## src/rtl/fetch_queue_if.sv

```systemverilog
// rtl/fetch_queue_if.sv - handshake bundle between PC, instruction memory, decode and the fetch queue
//
// Groups every non-clock signal of the fetch queue.
//   pc_in/pc_valid/pc_ready             : fetch address from the program counter
//   mem_req_valid/mem_req_addr/ready    : in-order read request to instruction memory
//   mem_rsp_valid/mem_rsp_data          : returned instruction words, request order
//   flush                               : redirect, discards queued and in-flight fetches
//   out_valid/out_pc/out_instr/ready    : {pc, instr} pairs to decode
//   rsp_err                             : sticky, response arrived with nothing outstanding
// Modport slave is the fetch queue itself; master is its environment.
interface fetch_queue_if #(
    parameter int ADDR_W = 8,
    parameter int DATA_W = 32
);
    logic [ADDR_W-1:0] pc_in;
    logic              pc_valid;
    logic              pc_ready;
    logic              mem_req_valid;
    logic [ADDR_W-1:0] mem_req_addr;
    logic              mem_req_ready;
    logic              mem_rsp_valid;
    logic [DATA_W-1:0] mem_rsp_data;
    logic              flush;
    logic              out_valid;
    logic [ADDR_W-1:0] out_pc;
    logic [DATA_W-1:0] out_instr;
    logic              out_ready;
    logic              rsp_err;

    modport slave (
        input  pc_in, pc_valid, mem_req_ready, mem_rsp_valid, mem_rsp_data, flush, out_ready,
        output pc_ready, mem_req_valid, mem_req_addr, out_valid, out_pc, out_instr, rsp_err
    );

    modport master (
        output pc_in, pc_valid, mem_req_ready, mem_rsp_valid, mem_rsp_data, flush, out_ready,
        input  pc_ready, mem_req_valid, mem_req_addr, out_valid, out_pc, out_instr, rsp_err
    );
endinterface

```

## src/rtl/fetch_queue.sv

```systemverilog
// rtl/fetch_queue.sv - in-order instruction fetch queue with flush and stale-response dropping
//
// Ports:
//   clk   : clock, all state updates on rising edge
//   rst_n : asynchronous active-low reset
//   bus   : fetch_queue_if.slave (PC input, memory request/response, flush, decode output, rsp_err)
//
// Each accepted PC reserves a slot and issues one memory read. Responses come back in
// request order and fill slots in allocation order. A flush empties the queue at once;
// responses still owed by memory for the discarded fetches are counted in drop_cnt and
// thrown away as they arrive, and they keep occupying capacity until they do.
module fetch_queue #(
    parameter int ADDR_W = 8,
    parameter int DATA_W = 32,
    parameter int DEPTH  = 4
) (
    input  logic         clk,
    input  logic         rst_n,
    fetch_queue_if.slave bus
);
    localparam int PTR_W = $clog2(DEPTH);
    localparam int CNT_W = PTR_W + 1;

    logic [ADDR_W-1:0] slot_pc    [DEPTH];
    logic [DATA_W-1:0] slot_instr [DEPTH];
    logic [DEPTH-1:0]  filled;

    logic [PTR_W-1:0]  alloc_ptr;
    logic [PTR_W-1:0]  fill_ptr;
    logic [PTR_W-1:0]  rd_ptr;
    logic [CNT_W-1:0]  occupancy;
    logic [CNT_W-1:0]  pending;
    logic [CNT_W-1:0]  drop_cnt;
    logic              rsp_err_q;

    logic [CNT_W:0]    used;
    logic [CNT_W:0]    stale_total;
    logic [CNT_W-1:0]  flush_drop;
    logic              can_issue;
    logic              issue;
    logic              fill;
    logic              pop;
    logic              drop_dec;
    logic              spurious;
    logic              rsp_hits_stale;

    // Stale responses still owed by memory count against capacity so that a burst
    // of new fetches after a flush can never outrun the slots it will need.
    assign used      = {1'b0, occupancy} + {1'b0, drop_cnt};
    assign can_issue = rst_n && !bus.flush && (used < (CNT_W+1)'(DEPTH));

    assign bus.mem_req_valid = bus.pc_valid && can_issue;
    assign bus.mem_req_addr  = bus.pc_in;
    assign bus.pc_ready      = bus.mem_req_ready && can_issue;
    assign issue             = bus.pc_valid && bus.pc_ready;

    assign bus.out_valid = !bus.flush && filled[rd_ptr] && (occupancy != '0);
    assign bus.out_pc    = slot_pc[rd_ptr];
    assign bus.out_instr = slot_instr[rd_ptr];
    assign pop           = bus.out_valid && bus.out_ready;
    assign bus.rsp_err   = rsp_err_q;

    // A response is consumed first by the stale count, then by the oldest pending slot.
    // With neither present it has no owner.
    assign stale_total    = {1'b0, drop_cnt} + {1'b0, pending};
    assign rsp_hits_stale = bus.mem_rsp_valid && (stale_total != '0);
    assign spurious       = bus.mem_rsp_valid && (stale_total == '0);
    assign drop_dec       = bus.mem_rsp_valid && (drop_cnt != '0) && !bus.flush;
    assign fill           = bus.mem_rsp_valid && (drop_cnt == '0) && (pending != '0) && !bus.flush;

    // On flush every pending fetch becomes stale; a response in the flush cycle retires one.
    assign flush_drop = stale_total[CNT_W-1:0] - {{(CNT_W-1){1'b0}}, rsp_hits_stale};

    always_ff @(posedge clk or negedge rst_n) begin
        if (!rst_n) begin
            alloc_ptr <= '0;
            fill_ptr  <= '0;
            rd_ptr    <= '0;
            occupancy <= '0;
            pending   <= '0;
            drop_cnt  <= '0;
            filled    <= '0;
            rsp_err_q <= 1'b0;
        end else begin
            if (spurious) begin
                rsp_err_q <= 1'b1;
            end
            if (bus.flush) begin
                alloc_ptr <= '0;
                fill_ptr  <= '0;
                rd_ptr    <= '0;
                occupancy <= '0;
                pending   <= '0;
                filled    <= '0;
                drop_cnt  <= flush_drop;
            end else begin
                // issue/fill/pop always target distinct slots: alloc_ptr meets fill_ptr
                // only when every slot is pending (queue full, no issue), and a pop
                // needs a filled head while a fill needs an unfilled slot.
                if (issue) begin
                    filled[alloc_ptr] <= 1'b0;
                    alloc_ptr         <= alloc_ptr + PTR_W'(1);
                end
                if (fill) begin
                    filled[fill_ptr] <= 1'b1;
                    fill_ptr         <= fill_ptr + PTR_W'(1);
                end
                if (pop) begin
                    filled[rd_ptr] <= 1'b0;
                    rd_ptr         <= rd_ptr + PTR_W'(1);
                end
                occupancy <= occupancy + CNT_W'(issue) - CNT_W'(pop);
                pending   <= pending + CNT_W'(issue) - CNT_W'(fill);
                if (drop_dec) begin
                    drop_cnt <= drop_cnt - CNT_W'(1);
                end
            end
        end
    end

    // Slot payload carries no reset; the filled bits and occupancy guard every read.
    always_ff @(posedge clk) begin
        if (issue) begin
            slot_pc[alloc_ptr] <= bus.pc_in;
        end
        if (fill) begin
            slot_instr[fill_ptr] <= bus.mem_rsp_data;
        end
    end

    a_stale_bound: assert property (@(posedge clk) disable iff (!rst_n)
        stale_total <= (CNT_W+1)'(DEPTH));

    a_no_refill: assert property (@(posedge clk) disable iff (!rst_n)
        fill |-> !filled[fill_ptr]);

endmodule

```

## src/flat_wrapper.sv

```systemverilog
// flat-port wrapper written by rule: the top's interface ports become plain ports
module fetch_queue_flat 
#(
    parameter int ADDR_W = 8,
    parameter int DATA_W = 32,
    parameter int DEPTH  = 4
)
  (clk, rst_n, bus_pc_in, bus_pc_valid, bus_mem_req_ready, bus_mem_rsp_valid, bus_mem_rsp_data, bus_flush, bus_out_ready, bus_pc_ready, bus_mem_req_valid, bus_mem_req_addr, bus_out_valid, bus_out_pc, bus_out_instr, bus_rsp_err);
  fetch_queue_if #(.ADDR_W(ADDR_W), .DATA_W(DATA_W)) bus_i ();
  input  logic clk;
  input  logic rst_n;
  input wire logic [$bits(bus_i.pc_in)-1:0] bus_pc_in;
  input wire logic [$bits(bus_i.pc_valid)-1:0] bus_pc_valid;
  input wire logic [$bits(bus_i.mem_req_ready)-1:0] bus_mem_req_ready;
  input wire logic [$bits(bus_i.mem_rsp_valid)-1:0] bus_mem_rsp_valid;
  input wire logic [$bits(bus_i.mem_rsp_data)-1:0] bus_mem_rsp_data;
  input wire logic [$bits(bus_i.flush)-1:0] bus_flush;
  input wire logic [$bits(bus_i.out_ready)-1:0] bus_out_ready;
  output wire logic [$bits(bus_i.pc_ready)-1:0] bus_pc_ready;
  output wire logic [$bits(bus_i.mem_req_valid)-1:0] bus_mem_req_valid;
  output wire logic [$bits(bus_i.mem_req_addr)-1:0] bus_mem_req_addr;
  output wire logic [$bits(bus_i.out_valid)-1:0] bus_out_valid;
  output wire logic [$bits(bus_i.out_pc)-1:0] bus_out_pc;
  output wire logic [$bits(bus_i.out_instr)-1:0] bus_out_instr;
  output wire logic [$bits(bus_i.rsp_err)-1:0] bus_rsp_err;
  assign bus_i.pc_in = bus_pc_in;
  assign bus_i.pc_valid = bus_pc_valid;
  assign bus_i.mem_req_ready = bus_mem_req_ready;
  assign bus_i.mem_rsp_valid = bus_mem_rsp_valid;
  assign bus_i.mem_rsp_data = bus_mem_rsp_data;
  assign bus_i.flush = bus_flush;
  assign bus_i.out_ready = bus_out_ready;
  assign bus_pc_ready = bus_i.pc_ready;
  assign bus_mem_req_valid = bus_i.mem_req_valid;
  assign bus_mem_req_addr = bus_i.mem_req_addr;
  assign bus_out_valid = bus_i.out_valid;
  assign bus_out_pc = bus_i.out_pc;
  assign bus_out_instr = bus_i.out_instr;
  assign bus_rsp_err = bus_i.rsp_err;
  fetch_queue #(.ADDR_W(ADDR_W), .DATA_W(DATA_W), .DEPTH(DEPTH)) u_core (.clk(clk), .rst_n(rst_n), .bus(bus_i));
endmodule
```

## config.mk

```make
export PLATFORM = sky130hd
export DESIGN_NAME = fetch_queue_flat
export DESIGN_NICKNAME = d
export VERILOG_FILES = /design/src/rtl/fetch_queue_if.sv /design/src/rtl/fetch_queue.sv /design/src/flat_wrapper.sv
export SDC_FILE = /design/constraint.sdc
export NUM_CORES = 1
export LEC_CHECK = 0
export ABC_AREA = 1
export CORE_MARGIN = 2
export CORE_UTILIZATION = 40
export CTS_BUF_LIST = sky130_fd_sc_hd__clkbuf_8 sky130_fd_sc_hd__clkbuf_16
export DETAILED_ROUTE_END_ITERATION = 8
export GPL_TIMING_DRIVEN = 0
export PLACE_DENSITY_LB_ADDON = 0.08
export SYNTH_ARGS = -nofsm -noshare
export SYNTH_HDL_FRONTEND = slang
export SYNTH_SLANG_ARGS = --single-unit
```

## constraint.sdc

```tcl
create_clock -name clk -period 2.3 [get_ports clk]
set_input_delay 0.575 -clock clk [delete_from_list [all_inputs] [get_ports clk]]
set_output_delay 0.575 -clock clk [all_outputs]
set_load 0.02 [all_outputs]
```

### Yosys cells after proc, flatten, opt, wreduce, memory -nomap -nowiden

Memories as Yosys holds them, arrays and structs flattened.
Index checks and enable logic that the tools add are counted.

* flip-flop bits (word level): 20
* memories kept: 2
* output and inout bits: 52
* logic and storage cells: 90
* RAM bits: 160

Memory list
* u_core.slot_instr: depth 4, width 32, rd ports 1, clocked after Yosys merged registers in 0, write ports 1, line fetch_queue.sv:25 `logic [DATA_W-1:0] slot_instr [DEPTH];`
* u_core.slot_pc: depth 4, width 8, rd ports 1, clocked after Yosys merged registers in 0, write ports 1, line fetch_queue.sv:24 `logic [ADDR_W-1:0] slot_pc [DEPTH];`

* reductions and logical operators: 29
* add/sub/neg operators: 11
* order comparisons: 7
* bitwise operators: 5
* multiplexer cells: 28

Operators with widths (number)
* $mux 4: 6
* $logic_and 1x1->1: 18
* $mux 2: 6
* $mux 3: 4
* $lt 2x3->1 const B: 3
* $reduce_bool 3->1: 3
* $sub 3x1->3: 3
* $add 3x3->4: 2
* $and 4x4->4: 2
* $mux 1: 8
* $not 4->4: 2
* $reduce_bool 2->1: 4
* $add 2x1->2 const B: 3
* $add 3x1->3: 2
* $demux 1 s2: 3
* $ge 2x1->1 const B: 3
* $logic_not 4->1: 1
* $lt 4x3->1 const B: 1
* $or 4x4->4: 1
* $reduce_bool 4->1: 1
* $logic_not 3->1: 1
* $sub 3x1->3 const B: 1
* $bmux 1 s2: 1
* $logic_not 1->1: 1

### Logic depth before layout (Yosys ltp)

* depth after elaboration: 14
* mapped depth: 14
* mapped depth without buffers: 13

### Worst setup path before layout

No wires, ideal clock.

* path kind: register to register
* from: reg u_core.drop_cnt[0]
* to: reg u_core.drop_cnt[1]
* path buffers: 0
* path slack: -37 ps
* required time: 2172 ps
* clock period less this slack: 2337 ps
* arrival time: 2209 ps
* cell stages (with the launch flop): 11
* path through: dfrtp_1 > ha_1 > fa_1 > xor2_1 > nor4_1 > a21oi_1 > ha_1 > ha_1 > nor2_1 > o21ai_1 > o21ai_0

* word-level cells in the longest chain between the ends: 5

RTL lines
* start: declaration: line fetch_queue.sv:33 `logic [CNT_W-1:0] drop_cnt;`
* start signal: assignment: line fetch_queue.sv:95 `drop_cnt <= flush_drop;`
* start signal: assignment: line fetch_queue.sv:115 `drop_cnt <= drop_cnt - CNT_W'(1);`
* $add 3x3->4: line fetch_queue.sv:65 `assign stale_total = {1'b0, drop_cnt} + {1'b0, pending};`
* $reduce_bool 4->1: line fetch_queue.sv:66 `assign rsp_hits_stale = bus.mem_rsp_valid && (stale_total != '0);`
* $logic_and 1x1->1: line fetch_queue.sv:66
* $sub 3x1->3: line fetch_queue.sv:72 `assign flush_drop = stale_total[CNT_W-1:0] - {{(CNT_W-1){1'b0}}, rsp_hits_stale};`
* $mux 3: line fetch_queue.sv:88 `if (bus.flush) begin`

Several ways; a longest one is shown, not always the timed one. The select of a mux whose other input is x is not followed.
A chain may end at the register's enable or synchronous reset.

### Worst setup path after layout

* from: reg u_core.rd_ptr[0]
* to: out bus_out_pc[0]

* word-level cells in the longest chain between the ends: 1

RTL lines
* start: declaration: line fetch_queue.sv:30 `logic [PTR_W-1:0] rd_ptr;`
* start signal: assignment: line fetch_queue.sv:110 `rd_ptr <= rd_ptr + PTR_W'(1);`
* $mem_v2 4x8
* end: declaration: line flat_wrapper.sv:23 `output wire logic [$bits(bus_i.out_pc)-1:0] bus_out_pc;`

No other way between the ends.

==> results by group <==
Status
  – Status: complete, but fails checks
  – Violated checks: setup timing

Clocking
  – Clock root buffer: clkbuf_16
  – H-tree depth: 4
  – Number of buffers inserted by hold repair at cts: 0
  – Clk pin slew, worst setup/hold paths: around 0.06 ns
  – Skew-Pair Late Insertion Delay: 0.42 ns
  – Clock Tree Buf Depth: 2
  – CTS sink cnt: 180
  – CTS tree: yes
  – Num CTS Buffers: 17

Power and ir drop
  – Maximum vdd drop: approximately 500 uV
  – Pleak: 4.088 nW
  – Pwr dens: roughly 650 nW/um^2
  – Total power: between 0.007 and 0.008 W

Synth
  – Post-synthesis compound-gate area fraction: between 10 and 15%
  – Synth Flop Type: edfxtp_1
  – Cell area after synthesis: roughly 7600 um^2
  – Area leader, netlist: edfxtp_1
  – Average size of a mapped cell: between 10 and 15 um^2
  – Register bit count reported by yosys: 180
  – Mapped Cells: 580
  – Simple-gate portion of the synthesized area: under 10%
  – Synth area leaders: edfxtp_1, dfrtp_1, nor2_1
  – Most common cell in the netlist: edfxtp_1
  – Top post-synthesis cells by count: edfxtp_1, nor2_1, o21ai_1
  – Sequential element share of the synthesized area: 70.00%
  – Synth Area in XOR/XNOR: less than 1%
  – Asr flop ratio synth: 11.11%
  – Synthesized net count: approximately 660
  – Area share of fa/ha/maj cells after synthesis: under 10%
  – Yosys warnings: 0
  – Mux contribution to synthesized area: 0%
  – Distinct cells, synth: 34
  – Yosys top cell area share: between 60% and 70%
  – Combinational family with the most area after synthesis: compound AO/OA/AOI/OAI gates
  – Number of synthesized flops with an enable pin: 160

Worst setup path
  – Setup CP Type: reg2out
  – Crit. End Element: output port
  – WP data arrival: between 1.5 and 2 ns
  – FF-to-FF path depth: 10
  – Crit-path max FO: 7
  – WP data required: ~1.7 ns
  – Most frequent cell on the critical path: buf_6
  – Worst-path cell chain: buf_8 > clkinv_8 > buf_16 > buf_12 > buf_6 > nor2_2 > o22ai_2 > buf_6
  – Critical path's largest stage delay: ~0.44 ns
  – Critical-path top delay cell: dfrtp_2
  – CP Launch Type: flop

Timing
  – Slew Limit Fails: 0
  – Fin Hold WS: between 0.06 and 0.07 ns
  – Unrepaired setup endpoints after global routing: yes
  – Fin worst setup slack: -0.07621 ns
  – Worst slew pin tran: between 0.5 and 0.6 ns
  – Fin crit share: 103.3%
  – F_max: 420.8 MHz
  – Final Hold Viols: 0
  – Max_slew headroom: between 60 and 70%
  – Period minus WS final: 2.376 ns
  – Final-report setup violation count: 17
  – Clk_skew: about 0.0085 ns

Floorplan
  – Die extent in x: between 100 and 150 um
  – IO Count: 99
  – Die Height: about 140 um
  – Total Die Area: roughly 20,000 um^2
  – Initial Utilization: between 40% and 50%
  – Core area: about 19,000 um^2
  – Rows: 50

Detailed routing
  – Via density: 5.212
  – DRC Markers: 0
  – Final wirelength: 19.22 mm
  – Post-route ant nets: 0
  – Initial DRC Count: 299
  – TritonRoute pass-1 iters: 4
  – Via count: just over 5,000
  – Routed length per instance: just under 20 um

Cells and area
  – Final std cells w/o fill: just under 1,000
  – FILL cells: 1,483
  – Fraction of layout cells with a size suffix above 1: between 40% and 50%
  – Sequential cell area: 5311 um^2
  – # nets final: 814
  – Synth-to-Final Area Change: 45.34%
  – Multi-input logic area: ~2700 um^2

Global routing
  – Met1 Use GR: a little over a quarter
  – GRT Total Usage: between 10% and 20%
  – Vias in the first global route: a little over 5,000
  – Overflow after GRT: 0
  – Met2 Usage GRT: 32.09%
  – GR peak layer: met2
  – Initial antenna violation count: 1
  – First-pass GRT wire length: between 20 and 30 mm
  – Largest net degree at the start of global routing: 33
  – Met3 Use GR: between 4 and 5%

Placement
  – I/O Buffers: 97
  – DP Cell Count: roughly 900
  – Gpl congestion: around 0.75
  – Hpwl dp: between 10 and 15 mm

Job
  – Max cap viols: 0

Worst hold path
  – Hold Crit Class: in2async
worst paths after layout:
path                            slack (ns)                         endpoint                           start
worst max-delay path                 -0.08                    bus_out_pc[0]    u_core.rd_ptr[0]$_DFFE_PN0P_
worst min-delay path                  0.06  u_core.alloc_ptr[1]$_DFFE_PN0P_                           rst_n
worst max register to register       -0.02   u_core.drop_cnt[1]$_DFFE_PN0P_  u_core.drop_cnt[0]$_DFFE_PN0P_
worst min register to register        0.48   u_core.bus.rsp_err$_DFFE_PN0P_  u_core.bus.rsp_err$_DFFE_PN0P_
max in group asynchronous             1.96     u_core.rd_ptr[0]$_DFFE_PN0P_                           rst_n
min in group clk                      0.44    u_core.occupancy[1]$_DFF_PN0_                       bus_flush
stage by stage:
step	TNS [ns]	util [%]	cell area [um^2]	worst slack (ns)
floorplan	0	-	7597	0.01025
global placement	-192.80	47.53	8861	-1.279
detailed placement	-129.60	47.53	8861	-1.288
CTS	-3.203	56.65	10560	-0.1833
global route	-3.237	59.07	11010	-0.1304
finish	-0.4294	59.08	11010	-0.07621
state kept, by name, indices dropped and copies added, names as in the netlist:
| register | flops |
|---|---|
| u_core.drop_cnt | 3 |
| u_core.occupancy | 3 |
| u_core.slot_pc | 32 |
| u_core.alloc_ptr | 2 |
| u_core.bus.rsp_err | 1 |
| u_core.pending | 3 |
| u_core.fill_ptr | 2 |
| u_core.filled | 4 |
| u_core.slot_instr | 128 |
| u_core.rd_ptr | 2 |
kinds of logic (layout without fill, tap and decap cells):
logic type / Yosys count / in the layout
other: 0 / 1
flip-flops: 180 / 180
AO/OA/AOI/OAI: 142 / 142
AND/OR/NAND/NOR: 153 / 153
adder cells (fa/ha/maj): 28 / 28
buffers and inverters: 72 / 243
XOR/XNOR: 5 / 5
worst max-delay path, delay by kind of cell (launching register included):
kind                   cells  cell delay, ns
buffers and inverters      6            0.73
flip-flops                 1            0.44
AO/OA/AOI/OAI              1            0.16
AND/OR/NAND/NOR            1            0.03
power by group:
group | switching (W) | leakage, nW | internal [W]
clock | 0.00116 | 0.275 | 0.00157
combinational | 0.000402 | 2.11 | 0.000389
sequential | 0.0000421 | 1.70 | 0.00361
layer usage:
metal	part of all wire (%)	routed length, um	vias to the layer above
met4	1.5	289	0
met5	0	0	-
met2	51	9787	144
li1	-	-	2406
met3	4.5	869	27
met1	43	8277	2562
layout make-up:
cell class	instances	area share (%)
multi-input cells	328	24.80
plain buffers	33	3.476
inverters	36	1.738
well taps	234	2.658
clock inverters	14	1.125
repair buffers	143	14.10
flip-flops and latches	180	48.22
diodes	1	0.02272
clock buffers	17	3.862
cell usage in the layout (no fill, tap or decap), drive strengths merged:
master / Yosys / routed
nor4: 1 / 1
o21ai: 91 / 91
nor3b: 1 / 1
clkdlybuf4s50: 0 / 44
bufinv: 1 / 3
nand2: 38 / 38
edfxtp: 160 / 160
a21oi: 9 / 9
dfrtp: 20 / 20
o22ai: 40 / 40
clkinv: 0 / 5
xor2: 5 / 5
ha: 25 / 25
o31ai: 1 / 1
nor2: 97 / 97
o21bai: 1 / 1
clkinvlp: 0 / 3
fa: 3 / 3
nand3: 8 / 8
buf: 26 / 117
nand4: 8 / 8
clkbuf: 6 / 23
inv: 35 / 39
dlygate4sd2: 0 / 9
diode: 0 / 1
what timing repair did:
| item | CTS | global route |
|---|---|---|
| cloned | 12 | 0 |
| gates resized for setup | 451 | 159 |
| setup endpoints to repair | 224 | 49 |
| pin swaps | 45 | 51 |
| buffers inserted | 29 | 13 |
Power figures use the tool's default switching activity.
